`src/rtl/dht11_pkg.sv`:
```
// Shared DHT11 definitions: FSM state encoding, default protocol timing in microseconds,
// and the frame checksum helper. Used by both the responder and the host-side controller.
// No logic of its own; nothing here adds latency or flow control.
package dht11_pkg;

  // Responder protocol states, in the order they occur during one exchange
  typedef enum logic [3:0] {
    ST_IDLE,
    ST_HOST_LOW,
    ST_WAIT,
    ST_RESP_LOW,
    ST_RESP_HIGH,
    ST_BIT_LOW,
    ST_BIT_HIGH,
    ST_END_LOW,
    ST_REARM
  } dht_state_t;

  // Default timing, microseconds
  localparam int unsigned DEF_CLK_HZ         = 100_000_000;
  localparam int unsigned DEF_T_START_MIN_US = 18000;
  localparam int unsigned DEF_T_WAIT_US      = 30;
  localparam int unsigned DEF_T_RESP_US      = 80;
  localparam int unsigned DEF_T_BIT_LOW_US   = 50;
  localparam int unsigned DEF_T_ZERO_US      = 26;
  localparam int unsigned DEF_T_ONE_US       = 70;

  // Microsecond counter width: wide enough for the longest start pulse
  localparam int unsigned US_CNT_W = 16;

  // Frame checksum: byte sum modulo 256, optionally inverted to inject a fault
  function automatic logic [7:0] frame_checksum(input logic [7:0] b0, input logic [7:0] b1,
                                                input logic [7:0] b2, input logic [7:0] b3,
                                                input logic invert);
    logic [7:0] sum;
    sum = b0 + b1 + b2 + b3;
    return invert ? ~sum : sum;
  endfunction

endpackage

```
`src/rtl/us_timer.sv`:
```
// Microsecond timebase: prescaler of US_DIV clocks feeding a saturating microsecond counter.
// tick is high on the last clock of each microsecond; a synchronous clear restarts both stages.
// No backpressure; the count holds at all-ones instead of wrapping.
module us_timer #(
  parameter int unsigned US_DIV = 100,
  parameter int unsigned CNT_W  = 16
) (
  input  logic             clk,
  input  logic             reset,
  input  logic             clr,
  output logic             tick,
  output logic [CNT_W-1:0] us_count
);

  localparam int unsigned    PW         = (US_DIV > 1) ? $clog2(US_DIV) : 1;
  localparam logic [PW-1:0]  PRESC_LAST = PW'(US_DIV - 1);

  logic [PW-1:0] presc;

  assign tick = (presc == PRESC_LAST);

  // Prescaler and saturating microsecond count, both restarted by clr
  always_ff @(posedge clk or posedge reset) begin
    if (reset) begin
      presc    <= '0;
      us_count <= '0;
    end else if (clr) begin
      presc    <= '0;
      us_count <= '0;
    end else if (tick) begin
      presc <= '0;
      if (us_count != '1) us_count <= us_count + 1'b1;
    end else begin
      presc <= presc + 1'b1;
    end
  end

endmodule

```
`src/rtl/dht11_responder.sv`:
```
// DHT11 sensor emulator: detects the host start pulse and answers with a 40-bit frame.
// Response starts T_WAIT_US after host release (plus 2-clock input synchronizer latency).
// No backpressure: once a frame starts it always runs to completion; only reset aborts it.
module dht11_responder
  import dht11_pkg::*;
#(
  parameter int unsigned CLK_HZ         = DEF_CLK_HZ,
  parameter int unsigned US_DIV         = CLK_HZ / 1_000_000,
  parameter int unsigned T_START_MIN_US = DEF_T_START_MIN_US,
  parameter int unsigned T_WAIT_US      = DEF_T_WAIT_US,
  parameter int unsigned T_RESP_US      = DEF_T_RESP_US,
  parameter int unsigned T_BIT_LOW_US   = DEF_T_BIT_LOW_US,
  parameter int unsigned T_ZERO_US      = DEF_T_ZERO_US,
  parameter int unsigned T_ONE_US       = DEF_T_ONE_US
) (
  input  logic       clk,
  input  logic       reset,
  input  logic       dht_in,
  output logic       dht_drive_low,
  input  logic [7:0] hum_int,
  input  logic [7:0] hum_dec,
  input  logic [7:0] temp_int,
  input  logic [7:0] temp_dec,
  input  logic       bad_crc,
  output logic       busy,
  output logic       frame_done,
  output logic       start_err
);

  // A state of N us ends on the tick that would take the count to N,
  // so the state occupies exactly N*US_DIV clocks.
  localparam logic [US_CNT_W-1:0] START_MIN  = US_CNT_W'(T_START_MIN_US);
  localparam logic [US_CNT_W-1:0] LAST_WAIT  = US_CNT_W'(T_WAIT_US - 1);
  localparam logic [US_CNT_W-1:0] LAST_RESP  = US_CNT_W'(T_RESP_US - 1);
  localparam logic [US_CNT_W-1:0] LAST_BLOW  = US_CNT_W'(T_BIT_LOW_US - 1);
  localparam logic [US_CNT_W-1:0] LAST_ZERO  = US_CNT_W'(T_ZERO_US - 1);
  localparam logic [US_CNT_W-1:0] LAST_ONE   = US_CNT_W'(T_ONE_US - 1);

  dht_state_t            state, state_next;
  logic [1:0]            sync;
  logic                  line;
  logic                  tmr_clr;
  logic                  tick;
  logic [US_CNT_W-1:0]   us_count;
  logic [39:0]           frame;
  logic [5:0]            bit_idx;
  logic                  load_frame;
  logic                  load_idx;
  logic                  dec_idx;

  assign line    = sync[1];
  assign tmr_clr = (state_next != state);

  us_timer #(
    .US_DIV (US_DIV),
    .CNT_W  (US_CNT_W)
  ) u_timer (
    .clk      (clk),
    .reset    (reset),
    .clr      (tmr_clr),
    .tick     (tick),
    .us_count (us_count)
  );

  // Two-flop synchronizer on the shared line; idles high like the pulled-up pad
  always_ff @(posedge clk or posedge reset) begin
    if (reset) sync <= 2'b11;
    else       sync <= {sync[0], dht_in};
  end

  // State register
  always_ff @(posedge clk or posedge reset) begin
    if (reset) state <= ST_IDLE;
    else       state <= state_next;
  end

  // Frame snapshot and bit pointer; inputs are only looked at on the snapshot cycle
  always_ff @(posedge clk or posedge reset) begin
    if (reset) begin
      frame   <= '0;
      bit_idx <= '0;
    end else begin
      if (load_frame)
        frame <= {hum_int, hum_dec, temp_int, temp_dec,
                  frame_checksum(hum_int, hum_dec, temp_int, temp_dec, bad_crc)};
      if (load_idx)     bit_idx <= 6'd39;
      else if (dec_idx) bit_idx <= bit_idx - 6'd1;
    end
  end

  // Next-state and outputs; line activity is ignored from WAIT through END_LOW
  always_comb begin
    state_next    = state;
    dht_drive_low = 1'b0;
    busy          = 1'b0;
    frame_done    = 1'b0;
    start_err     = 1'b0;
    load_frame    = 1'b0;
    load_idx      = 1'b0;
    dec_idx       = 1'b0;
    case (state)
      ST_IDLE: begin
        if (!line) state_next = ST_HOST_LOW;
      end
      ST_HOST_LOW: begin
        if (line) begin
          if (us_count >= START_MIN) begin
            state_next = ST_WAIT;
          end else begin
            state_next = ST_IDLE;
            start_err  = 1'b1;
          end
        end
      end
      ST_WAIT: begin
        busy = 1'b1;
        if (tick && us_count == LAST_WAIT) begin
          state_next = ST_RESP_LOW;
          load_frame = 1'b1;
        end
      end
      ST_RESP_LOW: begin
        busy          = 1'b1;
        dht_drive_low = 1'b1;
        if (tick && us_count == LAST_RESP) state_next = ST_RESP_HIGH;
      end
      ST_RESP_HIGH: begin
        busy = 1'b1;
        if (tick && us_count == LAST_RESP) begin
          state_next = ST_BIT_LOW;
          load_idx   = 1'b1;
        end
      end
      ST_BIT_LOW: begin
        busy          = 1'b1;
        dht_drive_low = 1'b1;
        if (tick && us_count == LAST_BLOW) state_next = ST_BIT_HIGH;
      end
      ST_BIT_HIGH: begin
        busy = 1'b1;
        if (tick && us_count == (frame[bit_idx] ? LAST_ONE : LAST_ZERO)) begin
          if (bit_idx != 6'd0) begin
            dec_idx    = 1'b1;
            state_next = ST_BIT_LOW;
          end else begin
            state_next = ST_END_LOW;
          end
        end
      end
      ST_END_LOW: begin
        busy          = 1'b1;
        dht_drive_low = 1'b1;
        if (tick && us_count == LAST_BLOW) begin
          frame_done = 1'b1;
          state_next = ST_REARM;
        end
      end
      ST_REARM: begin
        // Wait for our own trailing low to clear so it is not taken as a new start
        if (line) state_next = ST_IDLE;
      end
      default: state_next = ST_IDLE;
    endcase
  end

endmodule

```
`config.mk`:
```
export PLATFORM = sky130hd
export DESIGN_NAME = dht11_responder
export DESIGN_NICKNAME = d
export VERILOG_FILES = /design/src/rtl/dht11_pkg.sv /design/src/rtl/us_timer.sv /design/src/rtl/dht11_responder.sv
export SDC_FILE = /design/constraint.sdc
export NUM_CORES = 1
export LEC_CHECK = 0
export CORE_ASPECT_RATIO = 0.5
export CORE_MARGIN = 10
export CORE_UTILIZATION = 55
export DETAILED_ROUTE_END_ITERATION = 8
export PLACE_DENSITY = 0.72
export SYNTH_ARGS = -nofsm -noshare
export SYNTH_HDL_FRONTEND = slang
export SYNTH_SLANG_ARGS = --single-unit
```
`constraint.sdc`:
```
create_clock -name clk -period 7.16 [get_ports clk]
set_input_delay 1.79 -clock clk [delete_from_list [all_inputs] [get_ports clk]]
set_output_delay 1.79 -clock clk [all_outputs]
set_load 0.005 [all_outputs]
```
==> metrics.md <==
| Metric | Value |
|---|---|
| Status | `finished clean` |
| Die height | `around 86 um` |
| Post-Syn Nets | `approximately 480` |
| Synth cell count leaders | `dfrtp_1, mux2_2, xnor2_1` |
| Crit path cell chain | `clkdlybuf4s50_1 > fa_1 > fa_1 > ha_1 > fa_1 > a21o_1 > a21oi_1 > o21bai_1 > a21oi_1 > xnor2_1 > o21ai_1` |
| Area growth from synthesis to layout | `15.91%` |
| Number of global-route vias before repair | `~3,500` |
| Synth Area in XOR/XNOR | `0.07190` |
| Largest net degree at the start of global routing | `76` |
| Slowest-stage cell, CP | `fa_1` |
| Fin crit share | `0.6404` |
| Nets | `509` |
| DRC viols | `0` |
| Site Rows | `23` |
| Synth area leaders | `dfrtp_1, mux2_2, fa_1, xnor2_1, mux4_2` |
| Synthesized area per cell | `approximately 11 sq um` |
| Average wire per standard cell | `~19 um` |
| Setup Buffers After CTS | `0` |
| Worst setup SP type | `input port` |
| IO Count | `40` |
| Die area | `12,980 sq um` |
| Max-cap violations | `0` |
| Placer Congestion | `approximately 0.86` |
| Post-Syn Instances | `roughly 410` |
| Peak supply drop | `0.1291 mV` |
| Critical Setup Path Class | `in -> reg` |
| Post-cts sizing count | `0` |
| Fmax | `218.1 MHz` |
| Post-synthesis simple-gate area fraction | `0.2073` |
| Synth top area share | `0.3845` |
| Root buffer cell | `clkbuf_16` |
| Req. time, crit path | `around 7400 ps` |
| First-pass GRT wire length | `17.46 mm` |
| Effective utilization at floorplan | `0.5793` |
| Final wirelength | `around 10 mm` |
| Fin. Hold Viols | `0` |
| Setup crit end kind | `register` |
| Cell area after synthesis | `approximately 4800 sq um` |
| Fraction of layout cells with a size suffix above 1 | `0.2190` |
| RSZ-0062 raised after global routing | `no` |
| Area of the multi-input gates | `~2700 sq um` |
| Critical path buffers and inverters | `1` |
| Hold Path Class | `reg -> reg` |
| FF/Latch Area | `about 1900 sq um` |
| Slew Limit Fails | `0` |
| Post-Synth Adder-Cell Area | `0.09060` |
| Post-detail-place hpwl | `about 7.6 mm` |
| Seq/Total Area, Yosys | `0.3956` |
| Ys flop type | `dfrtp_1` |
| Worst path most repeated cell | `fa_1` |
| N_diodes | `0` |
| DR vias | `3,333` |
| Most frequent cell after synthesis | `dfrtp_1` |
| Max_slew headroom | `0.3555` |
| Asr flop ratio synth | `1.000` |
| Final worst path period need | `approximately 4600 ps` |
| Final Setup Violations | `0` |
| Post-CTS Hold Fix Bufs | `0` |
| Cts bufs inserted | `9` |
| Deepest clock path buffer count | `2` |
| Iter 0 DRT Violations | `around 220` |
| Core area | `between 8000 and 9000 sq um` |
| Initial antenna violation count | `0` |
| Clock Latency Late Sink | `about 330 ps` |
| Compound-Gate Fraction of Synth Area | `0.05952` |
| Data arrival time of the critical path | `around 4800 ps` |
| DR pass1 iterations | `5` |
| PortBufs | `39` |
| Pin slew with the least headroom to its limit | `966.8 ps` |
| Sink Count | `75` |
| GR Util All Layers | `0.1659` |
| Critical path's largest stage delay | `around 580 ps` |
| Final hold slack | `~360 ps` |
| Distinct cells, synth | `64` |
| Routed Antenna Nets | `0` |
| Chip Width | `between 150 and 200 um` |
| Post-layout util | `0.6714` |
| # fillers | `611` |
| Worst Skew | `~4.8 ps` |
| Post-synthesis mux area share | `0.1367` |
| Post-synth top area cell | `dfrtp_1` |
| EDFF count, synth | `0` |
| Ys Warns | `0` |
| CP max FO | `2` |
| CP top delay family | `adder cells` |
| GR Overflow Total | `0` |
| Clock edge transition at the registers on the reported setup and hold paths | `about 60 ps` |
| Post-route setup TNS | `0 ps` |
| #FFs+latches synth | `75` |
| PwrDens | `roughly 220 nW/um^2` |
| H-Tree Depth | `3` |
| Leakage | `around 0.0023 uW` |
| Main combinational cell family by area after synthesis | `simple AND/OR/NAND/NOR gates` |
| CTS tree | `built` |
| Vias per cell | `around 5.9` |
## cell usage in the layout (no fill, tap or decap), types with 4 or more instances in the layout
cell,n
xnor2_1,30
nor2b_1,5
mux2_2,33
nor2_1,19
nand4_1,4
clkbuf_16,9
nand3_1,11
nor4_4,4
nand2_1,25
buf_4,4
nand2b_1,5
nor3_1,9
or4_1,4
o21ai_1,13
xor2_1,9
mux4_2,9
fa_1,14
or3_1,5
clkdlybuf4s50_1,39
o21ai_0,4
mux2i_1,6
and4_1,5
dfrtp_1,73
inv_1,10
nor4_1,9
nor3_2,19
a21oi_1,9
ha_1,12
## where the power goes
part           switching, uW  internal [uW]  total [uW]
clock                    169            315         484
combinational            153            129         282
sequential              22.8            438         461
total                    345            881        1230
## cells by family after synthesis
group | count (synthesis)
XOR/XNOR | 39
flip-flops | 75
buffers and inverters | 33
adder cells (fa/ha/maj) | 26
AO/OA/AOI/OAI | 46
multiplexers | 49
AND/OR/NAND/NOR | 146
## per-stage QoR
stage          worst slack, ps  instances  total power [uW]  area [sq um]
2_1_floorplan             2878        414             661.5          4751
3_3_place_gp              2286        548             740.7          5186
3_5_place_dp              2238        548             750.1          5186
4_1_cts                   2563        564              1238          5507
5_1_grt                   2404        564              1287          5507
6_report                  2575        564              1227          5507
## sequential cells by signal (all words and copies together), names as in the netlist
| name | flops |
|---|---|
| frame | 40 |
| sync | 2 |
| bit_idx | 6 |
| u_timer.presc | 7 |
| u_timer.us_count | 16 |
| state | 4 |
## path summary, 6_finish.rpt
kind	start	endpoint	slack [ps]	depth (start not counted)
setup / recovery	hum_int[1]	frame[7]$_DFFE_PP0P_	2570	11
hold / removal	sync[0]$_DFF_PP1_	sync[1]$_DFF_PP1_	360	0
setup reg to reg	bit_idx[0]$_DFFE_PP0P_	state[0]$_DFF_PP0_	3810	8
hold reg to reg	sync[0]$_DFF_PP1_	sync[1]$_DFF_PP1_	360	0
max in group asynchronous	reset	u_timer.presc[1]$_DFF_PP0_	4460	3
min in group asynchronous	reset	state[1]$_DFF_PP0_	2080	3
## routing by layer
metal | global-route usage | share of wire | up-vias
li1 | - | - | 1555
met1 | 0.2120 | 0.45 | 1682
met2 | 0.2732 | 0.48 | 77
met3 | 0.04036 | 0.046 | 19
met4 | 0.04952 | 0.016 | 0
met5 | 0 | 0 | -
## cell type report
type,count,share of cell area
Clock buffer,12,0.04476
Clock inverter,4,0.01341
Inverter,12,0.008180
Multi-Input combinational cell,306,0.4906
Sequential cell,75,0.3413
Tap cell,112,0.02545
Timing Repair Buffer,43,0.07635
Power figures use the tool's default switching activity.
